## src/rtl/uart_bus_ctrl_pkg.sv

```systemverilog
// Shared definitions for the UART bus controller.
//   - CPU-visible register addresses (TXD, RXD, CON)
//   - CON bit positions
//   - TX sequencer state type
package uart_bus_ctrl_pkg;

    localparam logic [31:0] UART_TXD = 32'h4000_0018;
    localparam logic [31:0] UART_RXD = 32'h4000_001C;
    localparam logic [31:0] UART_CON = 32'h4000_0020;

    localparam int unsigned CON_TX_IRQ_EN = 0;
    localparam int unsigned CON_RX_IRQ_EN = 1;
    localparam int unsigned CON_TX_DONE   = 2;
    localparam int unsigned CON_RX_VALID  = 3;
    localparam int unsigned CON_TX_BUSY   = 4;
    localparam int unsigned CON_RX_OVRN   = 5;
    localparam int unsigned CON_TX_FULL   = 6;
    localparam int unsigned CON_TX_DROP   = 7;

    typedef enum logic [1:0] {
        TX_IDLE      = 2'd0,
        TX_PULSE     = 2'd1,
        TX_WAIT_BUSY = 2'd2,
        TX_WAIT_DONE = 2'd3
    } tx_state_e;

endpackage

```

## src/rtl/uart_bus_ctrl_tx_fifo.sv

```systemverilog
// uart_tx_fifo: synchronous FIFO holding bytes waiting for the UART core.
// Ports:
//   clk_i, rst_ni      clock, synchronous active-low reset (flushes pointers)
//   push_i, wdata_i    write request and data
//   pop_i              read request; rdata_o is the current head (show-ahead)
//   full_o, empty_o    status
//   count_o            number of stored entries
// A push while full is accepted only when a pop happens in the same cycle.
module uart_tx_fifo #(
    parameter int unsigned WIDTH = 8,
    parameter int unsigned DEPTH = 4
) (
    input  logic                     clk_i,
    input  logic                     rst_ni,
    input  logic                     push_i,
    input  logic [WIDTH-1:0]         wdata_i,
    input  logic                     pop_i,
    output logic [WIDTH-1:0]         rdata_o,
    output logic                     full_o,
    output logic                     empty_o,
    output logic [$clog2(DEPTH):0]   count_o
);

    localparam int unsigned AW = $clog2(DEPTH);

    logic [AW:0]      wr_ptr_q, wr_ptr_d;
    logic [AW:0]      rd_ptr_q, rd_ptr_d;
    logic [WIDTH-1:0] mem_q [DEPTH];
    logic             do_push, do_pop;

    // Extra pointer MSB separates full (MSBs differ) from empty (equal).
    assign empty_o = (wr_ptr_q == rd_ptr_q);
    assign full_o  = (wr_ptr_q[AW] != rd_ptr_q[AW]) &&
                     (wr_ptr_q[AW-1:0] == rd_ptr_q[AW-1:0]);
    assign count_o = wr_ptr_q - rd_ptr_q;
    assign rdata_o = mem_q[rd_ptr_q[AW-1:0]];

    assign do_pop  = pop_i & ~empty_o;
    assign do_push = push_i & (~full_o | do_pop);

    always_comb begin
        wr_ptr_d = wr_ptr_q;
        rd_ptr_d = rd_ptr_q;
        if (do_push) wr_ptr_d = wr_ptr_q + (AW+1)'(1);
        if (do_pop)  rd_ptr_d = rd_ptr_q + (AW+1)'(1);
    end

    always_ff @(posedge clk_i) begin
        if (!rst_ni) begin
            wr_ptr_q <= '0;
            rd_ptr_q <= '0;
        end else begin
            wr_ptr_q <= wr_ptr_d;
            rd_ptr_q <= rd_ptr_d;
        end
    end

    // Storage is not reset; the pointers define what is valid.
    always_ff @(posedge clk_i) begin
        if (do_push) mem_q[wr_ptr_q[AW-1:0]] <= wdata_i;
    end

endmodule

```

## src/rtl/uart_bus_ctrl.sv

```systemverilog
// uart_bus_ctrl: CPU-side front end for the UART core.
// Ports:
//   sysclk, reset_n          clock, synchronous active-low reset
//   addr, rd_en, wr_en,      CPU load/store interface; decodes TXD/RXD/CON only
//   wdata, rdata             (rdata is combinational, 0 when not decoded)
//   irq                      registered level interrupt
//   tx_data, tx_enable       byte and one-cycle send pulse to the core
//   tx_status                core TX idle (slow domain, synchronized here)
//   rx_data, rx_status       received byte and byte-valid (slow domain)
module uart_bus_ctrl
    import uart_bus_ctrl_pkg::*;
#(
    parameter int unsigned TX_DEPTH     = 4,
    parameter int unsigned BUSY_TIMEOUT = 2047
) (
    input  logic        sysclk,
    input  logic        reset_n,
    input  logic [31:0] addr,
    input  logic        rd_en,
    input  logic        wr_en,
    input  logic [31:0] wdata,
    output logic [31:0] rdata,
    output logic        irq,
    output logic [7:0]  tx_data,
    output logic        tx_enable,
    input  logic        tx_status,
    input  logic [7:0]  rx_data,
    input  logic        rx_status
);

    localparam int unsigned CW = $clog2(BUSY_TIMEOUT + 1);

    logic        hit_txd, hit_rxd, hit_con;
    logic        txd_push, rxd_rd_fx, con_rd_fx, con_wr;
    logic [1:0]  tx_sync_q, rx_sync_q;
    logic        rx_prev_q, rx_rise, tx_idle_s;
    tx_state_e   state_q, state_d;
    logic [CW-1:0] cnt_q, cnt_d;
    logic [7:0]  tx_data_q, tx_data_d;
    logic        fifo_pop, fifo_full, fifo_empty;
    logic [7:0]  fifo_head;
    logic [$clog2(TX_DEPTH):0] fifo_count;
    logic        set_tx_done, tx_drop_evt, tx_busy;
    logic [1:0]  irq_en_q;
    logic        tx_done_q, rx_valid_q, rx_ovrn_q, tx_drop_q, irq_q;
    logic [7:0]  rx_hold_q;
    logic [7:0]  con_val;
    logic        unused_bits;

    assign unused_bits = ^{wdata[31:8], fifo_count};

    assign hit_txd = (addr == UART_TXD);
    assign hit_rxd = (addr == UART_RXD);
    assign hit_con = (addr == UART_CON);

    // A simultaneous store suppresses the side effects of the load.
    assign txd_push  = wr_en & hit_txd;
    assign con_wr    = wr_en & hit_con;
    assign rxd_rd_fx = rd_en & ~wr_en & hit_rxd;
    assign con_rd_fx = rd_en & ~wr_en & hit_con;

    assign tx_idle_s = tx_sync_q[1];
    assign rx_rise   = rx_sync_q[1] & ~rx_prev_q;
    assign tx_busy   = (state_q != TX_IDLE) | ~fifo_empty;
    assign tx_drop_evt = txd_push & fifo_full & ~fifo_pop;

    uart_tx_fifo #(
        .WIDTH (8),
        .DEPTH (TX_DEPTH)
    ) u_fifo (
        .clk_i   (sysclk),
        .rst_ni  (reset_n),
        .push_i  (txd_push),
        .wdata_i (wdata[7:0]),
        .pop_i   (fifo_pop),
        .rdata_o (fifo_head),
        .full_o  (fifo_full),
        .empty_o (fifo_empty),
        .count_o (fifo_count)
    );

    always_comb begin
        con_val = '0;
        con_val[CON_TX_IRQ_EN] = irq_en_q[0];
        con_val[CON_RX_IRQ_EN] = irq_en_q[1];
        con_val[CON_TX_DONE]   = tx_done_q;
        con_val[CON_RX_VALID]  = rx_valid_q;
        con_val[CON_TX_BUSY]   = tx_busy;
        con_val[CON_RX_OVRN]   = rx_ovrn_q;
        con_val[CON_TX_FULL]   = fifo_full;
        con_val[CON_TX_DROP]   = tx_drop_q;
    end

    always_comb begin
        rdata = '0;
        if (rd_en) begin
            if (hit_rxd)      rdata = {24'b0, rx_hold_q};
            else if (hit_con) rdata = {24'b0, con_val};
        end
    end

    // TX sequencer
    always_comb begin
        state_d     = state_q;
        cnt_d       = cnt_q;
        tx_data_d   = tx_data_q;
        fifo_pop    = 1'b0;
        set_tx_done = 1'b0;
        case (state_q)
            TX_IDLE: begin
                if (!fifo_empty) begin
                    fifo_pop  = 1'b1;
                    tx_data_d = fifo_head;
                    state_d   = TX_PULSE;
                end
            end
            TX_PULSE: begin
                cnt_d   = '0;
                state_d = TX_WAIT_BUSY;
            end
            TX_WAIT_BUSY: begin
                if (!tx_idle_s) begin
                    state_d = TX_WAIT_DONE;
                end else if (cnt_q == CW'(BUSY_TIMEOUT - 1)) begin
                    state_d     = TX_IDLE;
                    set_tx_done = 1'b1;
                end else begin
                    cnt_d = cnt_q + CW'(1);
                end
            end
            TX_WAIT_DONE: begin
                if (tx_idle_s) begin
                    state_d     = TX_IDLE;
                    set_tx_done = 1'b1;
                end
            end
            default: state_d = TX_IDLE;
        endcase
    end

    assign tx_enable = (state_q == TX_PULSE);
    assign tx_data   = tx_data_q;
    assign irq       = irq_q;

    always_ff @(posedge sysclk) begin
        if (!reset_n) begin
            state_q    <= TX_IDLE;
            cnt_q      <= '0;
            tx_data_q  <= '0;
            tx_sync_q  <= '1;
            rx_sync_q  <= '0;
            rx_prev_q  <= 1'b0;
            irq_en_q   <= '0;
            tx_done_q  <= 1'b0;
            rx_valid_q <= 1'b0;
            rx_ovrn_q  <= 1'b0;
            tx_drop_q  <= 1'b0;
            rx_hold_q  <= '0;
            irq_q      <= 1'b0;
        end else begin
            state_q   <= state_d;
            cnt_q     <= cnt_d;
            tx_data_q <= tx_data_d;
            tx_sync_q <= {tx_sync_q[0], tx_status};
            rx_sync_q <= {rx_sync_q[0], rx_status};
            rx_prev_q <= rx_sync_q[1];

            if (con_wr) irq_en_q <= wdata[1:0];

            // New events win over read-to-clear in the same cycle.
            if (set_tx_done)    tx_done_q <= 1'b1;
            else if (con_rd_fx) tx_done_q <= 1'b0;

            if (tx_drop_evt)    tx_drop_q <= 1'b1;
            else if (con_rd_fx) tx_drop_q <= 1'b0;

            // rx_data is stable for a full baud period around rx_status,
            // so sampling it at the synchronized edge is safe.
            if (rx_rise) begin
                rx_hold_q  <= rx_data;
                rx_valid_q <= 1'b1;
                if (rx_valid_q && !rxd_rd_fx) rx_ovrn_q <= 1'b1;
                else if (con_rd_fx)           rx_ovrn_q <= 1'b0;
            end else begin
                if (rxd_rd_fx) rx_valid_q <= 1'b0;
                if (con_rd_fx) rx_ovrn_q  <= 1'b0;
            end

            irq_q <= (irq_en_q[0] & tx_done_q) | (irq_en_q[1] & rx_valid_q);
        end
    end

endmodule

```

## config.mk

```make
export PLATFORM = sky130hd
export DESIGN_NAME = uart_bus_ctrl
export DESIGN_NICKNAME = d
export VERILOG_FILES = /design/src/rtl/uart_bus_ctrl_pkg.sv /design/src/rtl/uart_bus_ctrl_tx_fifo.sv /design/src/rtl/uart_bus_ctrl.sv
export SDC_FILE = /design/constraint.sdc
export NUM_CORES = 1
export LEC_CHECK = 0
export ABC_CLOCK_PERIOD_IN_PS = 3640
export CAP_MARGIN = 30
export CORE_MARGIN = 1.5
export CORE_UTILIZATION = 47
export DETAILED_ROUTE_END_ITERATION = 8
export PLACE_DENSITY = 0.81
export SYNTH_ARGS = -nofsm -noshare
export SYNTH_HDL_FRONTEND = slang
export SYNTH_SLANG_ARGS = --single-unit
```

## constraint.sdc

```tcl
create_clock -name sysclk -period 3.64 [get_ports sysclk]
set_input_delay 0.728 -clock sysclk [delete_from_list [all_inputs] [get_ports sysclk]]
set_output_delay 0.728 -clock sysclk [all_outputs]
set_load 0.01 [all_outputs]
```

# Yosys cells after proc, flatten, opt, wreduce, memory -nomap -nowiden
# Memories as Yosys holds them, arrays and structs flattened. A register that Yosys moved wholly into a read port is not among the register bits.
# Cells that the tools add are included.
[classes] n_addsub=3 mul=0 n_div=0 magnitude_cmp=0 n_eq_ne=15 shifts=0 mux=27 n_bitwise=20 reduce_logical=13
[op_table] cell="equality test 32 x 31 -> 1 bit (second input constant)" count=3
[op_table] cell="two-way mux 8 bit" count=3
[op_table] cell="two-way mux 11 bit" count=2
[op_table] cell="one-hot mux 11 bit (2 select lines)" count=1
[op_table] cell="two-way mux 1 bit" count=15
[op_table] cell="bitwise AND 1 bit" count=12
[op_table] cell="adder 11 x 1 -> 11 bit (second input constant)" count=1
[op_table] cell="equality test 11 bit (second input constant)" count=1
[op_table] cell="nonzero test 2 bit" count=5
[op_table] cell="two-way mux 2 bit" count=4
[op_table] cell="inequality test 2 bit (second input constant)" count=4
[op_table] cell="one-hot mux 2 bit (4 select lines)" count=1
[op_table] cell="adder 3 x 1 -> 3 bit (second input constant)" count=2
[op_table] cell="AND reduction 3 bit" count=2
[op_table] cell="NOT 1 bit" count=5
[op_table] cell="equality test 2 bit (second input constant)" count=2
[op_table] cell="equality test 3 bit" count=1
[op_table] cell="inequality test 3 bit (second input constant)" count=1
[op_table] cell="bitwise OR 1 bit" count=3
[op_table] cell="equality test 2 x 1 -> 1 bit (second input constant)" count=1
[op_table] cell="equality test 2 bit" count=1
[op_table] cell="logical AND 1 bit" count=2
[op_table] cell="zero test 1 bit" count=2
[op_table] cell="zero test 2 bit" count=1
[op_table] cell="3 further kinds" count=3
[totals] reg_bits=39 latch_bits=0 mem_bits_rw=32 mem_bits_ro=0 inputBits=78 output_inout_bits=42 mem_count=1
[mem_list] name="u_fifo.mem_q" words=4 word_bits=8 read_ports=1 rd_ports_with_merged_regs=1 wr=1 line_no="uart_bus_ctrl_tx_fifo.sv:28" text="logic [WIDTH-1:0] mem_q [DEPTH];"

# Logic depth before layout (Yosys ltp)
# Gate-level depths: netlist of the first run.
[logic_depth] depth_word=8 depth_mapped=6 ltp_nobuf=6

# Modules after synthesis
# Synthesis of the first run repeated with hierarchy kept, for this count alone.
[hier_totals] cells_unflattened=374 hier_area_um2=3926.3
[by_module_without_submodules] mod="uart_bus_ctrl" n_inst=1 cells_per_inst=275 area_each_um2=2262.2 seq_area_each_um2=820.8
[by_module_without_submodules] mod="uart_tx_fifo" n_inst=1 cells_per_inst=99 area_each_um2=1664.1 seq_area_each_um2=1121.1

# Least setup slack after synthesis of the first run
# OpenSTA, ideal clock, no wires.
[synth_path] path_kind="input-to-output" startpoint="input addr[2]" endpoint="output rdata[4]" arrival_time_ns=2.397 required_time_ns=2.912 path_slack_ns=0.515 cell_stages=4 path_buffers=0 path_cell_list="or4b_2 -> nor4_2 -> nand3_1 -> a21boi_0"
[synth_via] elab_chain_len=4 elab_cells_between_ends=5 cone_classes="2 x eq/ne; 3 x mux"
[synth_rtl] item="start: declaration" line_no="uart_bus_ctrl.sv:18" text="input logic [31:0] addr,"
[synth_rtl] item="equality test 32 x 31 -> 1 bit" line_no="uart_bus_ctrl.sv:54" text="assign hit_con = (addr == UART_CON);"
[synth_rtl] item="two-way mux 8 bit" line_no="uart_bus_ctrl.sv:98" text="else if (hit_con) rdata = {24'b0, con_val};"
[synth_rtl] item="two-way mux 8 bit (*)" line_no="uart_bus_ctrl.sv:97" text="if (hit_rxd) rdata = {24'b0, rx_hold_q};"
[synth_rtl] item="two-way mux 8 bit (*)" line_no="uart_bus_ctrl.sv:96" text="if (rd_en) begin"
[synth_rtl] item="end: declaration" line_no="uart_bus_ctrl.sv:22" text="output logic [31:0] rdata,"
# Mark *: on every way between the ends. The rest lies on a longest branch, timed or not.

# Worst setup path in the final report of the first run
[layout_path] startpoint="input addr[29]" endpoint="output rdata[6]"
# The elaborated chain is that of the path after synthesis.

==> summary.md, run 1 <==
| Metric | Value |
|---|---|
| Yosys reg bits | `between 70 and 80` |
| Area after DPL | `0.00469 sq mm` |
| Latest clock arrival within the worst-skew pair | `0.36 ns` |
| Layout area overhead | `28.0%` |
| Syn Inst Count | `360` |
| Critical Path Max Stage Delay | `0.58 ns` |
| Max Freq | `284 MHz` |
| CP delay by family, top | `buffers and inverters` |
| RSZ-0062 raised after global routing | `no` |
| # clock sinks | `79` |
| GRT overflow | `0` |
| Initial antenna violation count | `0` |
| Endpoints failing setup | `0` |
| Tmin final | `3.53 ns` |
| CP Launch Type | `primary input` |
| WHS | `approximately 0.4 ns` |
| Most common cell after layout, fill and taps aside | `clkdlybuf4s50_1` |
| Cell breakdown of the critical path | `clkdlybuf4s50_1, or4_4, nor4_4, buf_4, buf_4, nand3_1, a21boi_1, clkdlybuf4s15_1` |
| Mean post-synth cell area | `10.7 sq um` |
| Leakage power | `1.75 nW` |
| Final instance area | `0.00494 sq mm` |
| Root Driver | `clkbuf_8` |
| Gp weighted congestion | `0.856` |
| Max-slew violations | `0` |
| CP dominant cell by count | `buf_4` |
| Critical path required time | `2.91 ns` |
| H-Tree Depth | `3` |
| Full die area | `around 0.0088 sq mm` |
| Initial core utilization | `0.492` |
| Largest net degree at the start of global routing | `26` |
| Total Routing Usage GR | `0.205` |
| Hold crit path type | `flip-flop to flip-flop` |
| Synth top area cells | `edfxtp_1 (25%), dfxtp_1 (24%), mux2i_1 (4.9%)` |
| Total vias in the final route | `between 2000 and 3000` |
| Clock transition at path regs | `~0.080 ns` |
| Pwr/cell area | `403 mW/mm^2` |
| Critical path buffer and inverter count | `4` |
| Number of vias per cell | `~5.3` |
| Boundary Pins | `120` |
| Clock Path Buffers | `2` |
| Worst ir drop on vdd | `0.231 mV` |
| Top_reg_cell synth | `dfxtp_1` |
| Share of layout cells above drive strength 1 | `0.131` |
| Final cycle utilization of the critical path | `0.969` |
| Post-Syn Area | `0.00386 sq mm` |
| Hold Fails Final Rpt | `0` |
| Avg WL per Cell | `approximately 15 um` |
| Worst Path Max Fanout | `6` |
| Max_cap viols | `0` |
| Yosys warns | `0` |
| Area of the core | `0.00785 sq mm` |
| Asr flop ratio synth | `0` |
| Initial DRC count | `144` |
| Slowest CP cell | `or4_4` |
| Critical setup path kind | `primary input to output port` |
| Diode count | `0` |
| Critical Path End Type | `output port` |
| Netlist cell types | `50` |
| Die width | `93.6 um` |
| Rel. slew slack | `0.460` |
| DP Wirelength | `5800 um` |
| First-pass iteration count of the detailed router | `4` |
| Chip height | `93.6 um` |
| Sequential area share after synthesis | `0.493` |
| EDFF count, synth | `32` |
| Port bufs | `71` |
| Synth top area share | `0.249` |
| Site Rows | `32` |
| # DRC | `0` |
| Nets | `536` |
| Post-route ant nets | `0` |
| Total CTS buffers | `9` |
| First-pass GRT wire length | `~14000 um` |
| Max Clock Skew | `0.00856 ns` |
| Status | `completed` |
| Routed WL | `8170 um` |
| Most frequent cells in the layout | `clkdlybuf4s50_1 (63), dfxtp_1 (47), nand2_1 (39)` |
| CTS tree | `built` |
| Worst-Margin Slew | `0.804 ns` |
| Cell taking the most area after synthesis | `edfxtp_1` |
| Worst path arrival time | `2.80 ns` |
| Vias in the first global route | `roughly 2900` |
[metal layers]
layer  wire length [um]  global-route usage
met5                  0                   0
met1               3510               0.252
met3                410              0.0447
met4                127              0.0858
met2               4130               0.348
[repair_timing]
item	4_1_cts	5_1_grt
cloned	0	0
hold buffers	0	0
pin swaps	0	1
gates resized for setup	22	3
setup endpoints to repair	8	8
buffers inserted	1	0
[logic make-up (layout without fill, tap and decap cells)]
kind of cell / Yosys count / after routing / share of synthesized area
multiplexers: 28 / 28 / 0.0988
AND/OR/NAND/NOR: 142 / 142 / 0.209
XOR/XNOR: 5 / 5 / 0.0113
AO/OA/AOI/OAI: 45 / 45 / 0.0781
adder cells (fa/ha/maj): 12 / 12 / 0.0389
other: 1 / 24 / 0.000971
buffers and inverters: 48 / 116 / 0.0706
flip-flops: 79 / 79 / 0.493
[where the power goes]
part | total, mW | switching (mW) | internal, mW | leakage, nW
Clock | 0.739 | 0.344 | 0.394 | 0.111
Combinational | 0.299 | 0.151 | 0.149 | 0.967
Sequential | 0.953 | 0.0138 | 0.939 | 0.668
Total | 1.99 | 0.509 | 1.48 | 1.75
[per-stage QoR]
stage | TNS, ns | worst slack, ns | power [mW] | instances | utilization
2_1_floorplan | 0 | 0.515 | 1.16 | 383 | -
3_3_place_gp | -1.61 | -0.222 | 1.26 | 536 | 0.598
3_5_place_dp | -2.04 | -0.284 | 1.27 | 536 | 0.598
4_1_cts | -0.0269 | -0.0269 | 2.01 | 553 | 0.629
5_1_grt | 0 | 0.0108 | 2.08 | 553 | 0.630
6_report | 0 | 0.113 | 1.99 | 553 | 0.630
[area by class of cell]
type | instances | area [sq um]
multi-input combinational | 256 | 1790
fill | 627 | 2910
sequential | 79 | 1900
tap | 102 | 128
inverter | 12 | 45.0
timing repair buffer | 88 | 852
clock buffer | 9 | 124
clock inverter | 7 | 103
[cells in the mapped netlist, drive strengths merged (9+ instances only)]
library cell	instances
nor4	10
dfxtp	47
or4	9
inv	11
a21oi	14
edfxtp	32
nand2	39
nand3	22
buf	28
mux2i	19
nor2	17
ha	12
nand2b	10
[final timing paths]
check	from	to	slack, ns	cells past startpoint
max	addr[29]	rdata[6]	0.11	8
min	tx_sync_q[0]	tx_sync_q[1]	0.41	1
max reg2reg	state_q[0]	u_fifo.mem_q[2][1]	1.50	6
min reg2reg	tx_sync_q[0]	tx_sync_q[1]	0.41	1
[registers in the layout, indices dropped and copies added (netlist names), 2 cells and up]
register and cells:
u_fifo.rd_ptr_q 3, rx_hold_q 8, tx_sync_q 2, rx_sync_q 2
cnt_q 11, irq_en_q 2, tx_data 8, u_fifo.mem_q 32
state_q 2, u_fifo.wr_ptr_q 3
Power figures use the tool's default switching activity.
==> inputs of run 2 (changes only) <==
--- a/config.mk
+++ b/config.mk
@@ -10,6 +10,7 @@
 export CORE_MARGIN = 1.5
 export CORE_UTILIZATION = 47
 export DETAILED_ROUTE_END_ITERATION = 8
+export GPL_ROUTABILITY_DRIVEN = 0
 export PLACE_DENSITY = 0.81
 export SYNTH_ARGS = -nofsm -noshare
 export SYNTH_HDL_FRONTEND = slang
==> results of run 2 <==
The final DEF is identical to that of run 1; final timing and power are the same.
==> inputs of run 3 (changes only) <==
--- a/config.mk
+++ b/config.mk
@@ -5,13 +5,13 @@
 export SDC_FILE = /design/constraint.sdc
 export NUM_CORES = 1
 export LEC_CHECK = 0
-export ABC_CLOCK_PERIOD_IN_PS = 3640
+export ABC_CLOCK_PERIOD_IN_PS = 3240
 export CAP_MARGIN = 30
 export CORE_MARGIN = 1.5
-export CORE_UTILIZATION = 47
+export CORE_UTILIZATION = 42
 export DETAILED_ROUTE_END_ITERATION = 8
 export GPL_ROUTABILITY_DRIVEN = 0
-export PLACE_DENSITY = 0.81
+export PLACE_DENSITY = 0.76
 export SYNTH_ARGS = -nofsm -noshare
 export SYNTH_HDL_FRONTEND = slang
 export SYNTH_SLANG_ARGS = --single-unit
==> constraint.sdc (replaced) <==
create_clock -name sysclk -period 3.24 [get_ports sysclk]
set_input_delay 0.648 -clock sysclk [delete_from_list [all_inputs] [get_ports sysclk]]
set_output_delay 0.648 -clock sysclk [all_outputs]
set_load 0.01 [all_outputs]
==> run 3 against run 2 <==
Non-clock buffer count is 8 higher. Clock power is 5.1% higher. The run now ends with design-rule violations left. Via count is 0.30% lower. Total power is 9.6% higher. Worst hold slack better by 0.0096 ns. Highest routed layer unchanged. Flip-flop and latch count stayed put. Sequential share of layout area is 0.62 points lower. Critical path type unchanged.
==> summary.md, run 3 (synthesis gave the netlist of run 1 again) <==
| Metric | Value |
|---|---|
| Max-slew violations | `0 (unchanged)` |
| CTS tree | `built` |
| Total Routing Usage GR | `0.166 (-0.0393)` |
| Hold buffer count at CTS | `0 (unchanged)` |
| Max Freq | `314 MHz` |
| Max_cap viols | `0 (unchanged)` |
| Initial core utilization | `0.438 (-0.0536)` |
| Post-route ant nets | `0 (unchanged)` |
| Worst Path Max Fanout | `8 (+2)` |
| Setup slack after layout | `0.0565 ns (-0.0564 ns)` |
| Clock Path Buffers | `2 (unchanged)` |
| Fillers | `729 (+16%)` |
| Vias in the first global route | `2901 (+0.17%)` |
| Share of layout cells above drive strength 1 | `0.168 (+0.0369)` |
| Hold Fails Final Rpt | `0 (unchanged)` |
| Critical Path Max Stage Delay | `0.53 ns (-0.05 ns)` |
| Total Power | `2.18 mW (+9.6%)` |
| Sequential Area | `0.00190 sq mm (unchanged)` |
| CP delay by family, top | `simple AND/OR/NAND/NOR gates` |
| Chip height | `98.9 um (+5.6%)` |
| Worst-Margin Slew | `0.798 ns (-0.00550 ns)` |
| Hold crit path type | `flip-flop to flip-flop` |
| Area after DPL | `0.00474 sq mm (+1.1%)` |
| Site Rows | `34 (+6.3%)` |
| Worst path arrival time | `2.54 ns (-0.26 ns)` |
| Critical Path End Type | `output port` |
| Latest clock arrival within the worst-skew pair | `0.34 ns (-0.02 ns)` |
| Placed cell count | `548 (+2.2%)` |
| Cell breakdown of the critical path | `clkdlybuf4s50_1, or4b_4, nor4_4, buf_4, buf_6, nand3_2, a21boi_1, buf_2` |
| Tmin final | `3.18 ns` |
| Most frequent cells in the layout | `clkdlybuf4s50_1 (54), dfxtp_1 (47), nand2_1 (39)` |
| WHS | `0.419 ns (+0.00959 ns)` |
| Root Driver | `clkbuf_8` |
| DP Wirelength | `5770 um (-0.51%)` |
| First-pass iteration count of the detailed router | `6 (+2)` |
| Area of the core | `0.00881 sq mm (+12%)` |
| Total CTS buffers | `9 (unchanged)` |
| Pwr/cell area | `434 mW/mm^2 (+7.8%)` |
| Clock transition at path regs | `0.09 ns (about the same)` |
| Most common cell after layout, fill and taps aside | `clkdlybuf4s50_1` |
| Endpoints failing setup | `0 (unchanged)` |
| # clock sinks | `79 (unchanged)` |
| Boundary Pins | `120 (unchanged)` |
| CP Launch Type | `primary input` |
| Full die area | `0.00978 sq mm (+12%)` |
| Number of flip-flops in the largest register | `32 (unchanged)` |
| Rel. slew slack | `0.463 (+0.00370)` |
| Leakage power | `1.88 nW (+7.7%)` |
| First-pass GRT wire length | `13000 um (-5.1%)` |
| Final cycle utilization of the critical path | `0.983` |
| GRT overflow | `0 (unchanged)` |
| Largest net degree at the start of global routing | `29 (+12%)` |
| Status | `complete, but fails checks` |
| Initial antenna violation count | `0 (unchanged)` |
| Failing checks | `design-rule violations` |
| Initial DRC count | `207 (+44%)` |
| # DRC | `2 (+2)` |
| Nets | `544 (+1.5%)` |
| Placement Setup Slack | `-0.497 ns (-0.213 ns)` |
| Avg WL per Cell | `13.9 um (-6.2%)` |
| Die width | `98.9 um (+5.6%)` |
| Max Clock Skew | `0.00963 ns (+0.00107 ns)` |
| Slowest CP cell | `or4b_4` |
| Critical path buffer and inverter count | `4 (unchanged)` |
| Critical setup path kind | `primary input to output port` |
| H-Tree Depth | `3 (unchanged)` |
| Worst ir drop on vdd | `0.241 mV (+4.6%)` |
| Layout area overhead | `30.1%` |
| Final Non-Filler Cells | `567 (+2.5%)` |
| Final instance area | `0.00502 sq mm (+1.6%)` |
| Routed WL | `7860 um (-3.8%)` |
| Critical path required time | `2.59 ns (-0.32 ns)` |
| Port bufs | `71 (unchanged)` |
| Area occupied by multi-input gates | `0.00183 sq mm (+2.1%)` |
| Diode count | `0 (unchanged)` |
| Total vias in the final route | `2942 (-0.30%)` |
| Number of vias per cell | `5.19 (-2.8%)` |
-- run 3: cell types whose count changed in the layout (fill, tap and decap cells not counted), moves of 3 or more --
cell,previous run,this run
a21boi_0,3,0
dlymetal6s2s_1,0,9
dlygate4sd2_1,3,0
nand3_2,0,5
clkdlybuf4s50_1,63,54
buf_2,0,8
nand3_1,22,17
clkdlybuf4s15_2,4,0
buf_4,16,22
-- run 3: layout make-up --
| cell class | count | area share |
|---|---|---|
| clock inverter | 7 | 0.0179 |
| multi-input combinational | 256 | 0.364 |
| inverter | 12 | 0.00897 |
| tap | 108 | 0.0269 |
| sequential | 79 | 0.379 |
| timing repair buffer | 96 | 0.179 |
| clock buffer | 9 | 0.0247 |
-- run 3: what timing repair did --
item | in CTS | in global routing
setup endpoints to repair | 8 | 8
gates resized for setup | 44 | 18
setup buffers | 1 | 1
cloned | 0 | 1
pin swaps | 4 | 11
-- run 3: final timing paths --
| kind | slack, ns | startpoint | cells after the start | end |
|---|---|---|---|---|
| setup reg to reg | 1.11 | state_q[0] | 6 | u_fifo.mem_q[2][7] |
| hold reg to reg | 0.42 | tx_sync_q[0] | 1 | tx_sync_q[1] |
| setup / recovery | 0.06 | addr[6] | 8 | rdata[1] |
| hold / removal | 0.42 | tx_sync_q[0] | 1 | tx_sync_q[1] |
-- run 3: stage by stage --
| stage | utilization | setup TNS (ns) |
|---|---|---|
| 6_report | 0.570 | 0 |
| 5_1_grt | 0.570 | -0.00167 |
| 4_1_cts | 0.563 | -0.00558 |
| 3_5_place_dp | 0.539 | -3.65 |
| 3_3_place_gp | 0.539 | -3.53 |
| 2_1_floorplan | - | 0 |
-- run 3: where the power goes --
| part | internal [mW] | leakage, nW | switching (mW) |
|---|---|---|---|
| Sequential | 1.06 | 0.668 | 0.0168 |
| Combinational | 0.165 | 1.11 | 0.168 |
| Clock | 0.373 | 0.101 | 0.404 |
| Total | 1.59 | 1.88 | 0.588 |
-- run 3: routing by layer --
layer,vias up,GRT usage,share of wire
li1,1458,-,-
met1,1391,0.190,0.42
met2,91,0.305,0.52
met3,2,0.0482,0.051
met4,0,0.0396,0.0029
met5,-,0,0
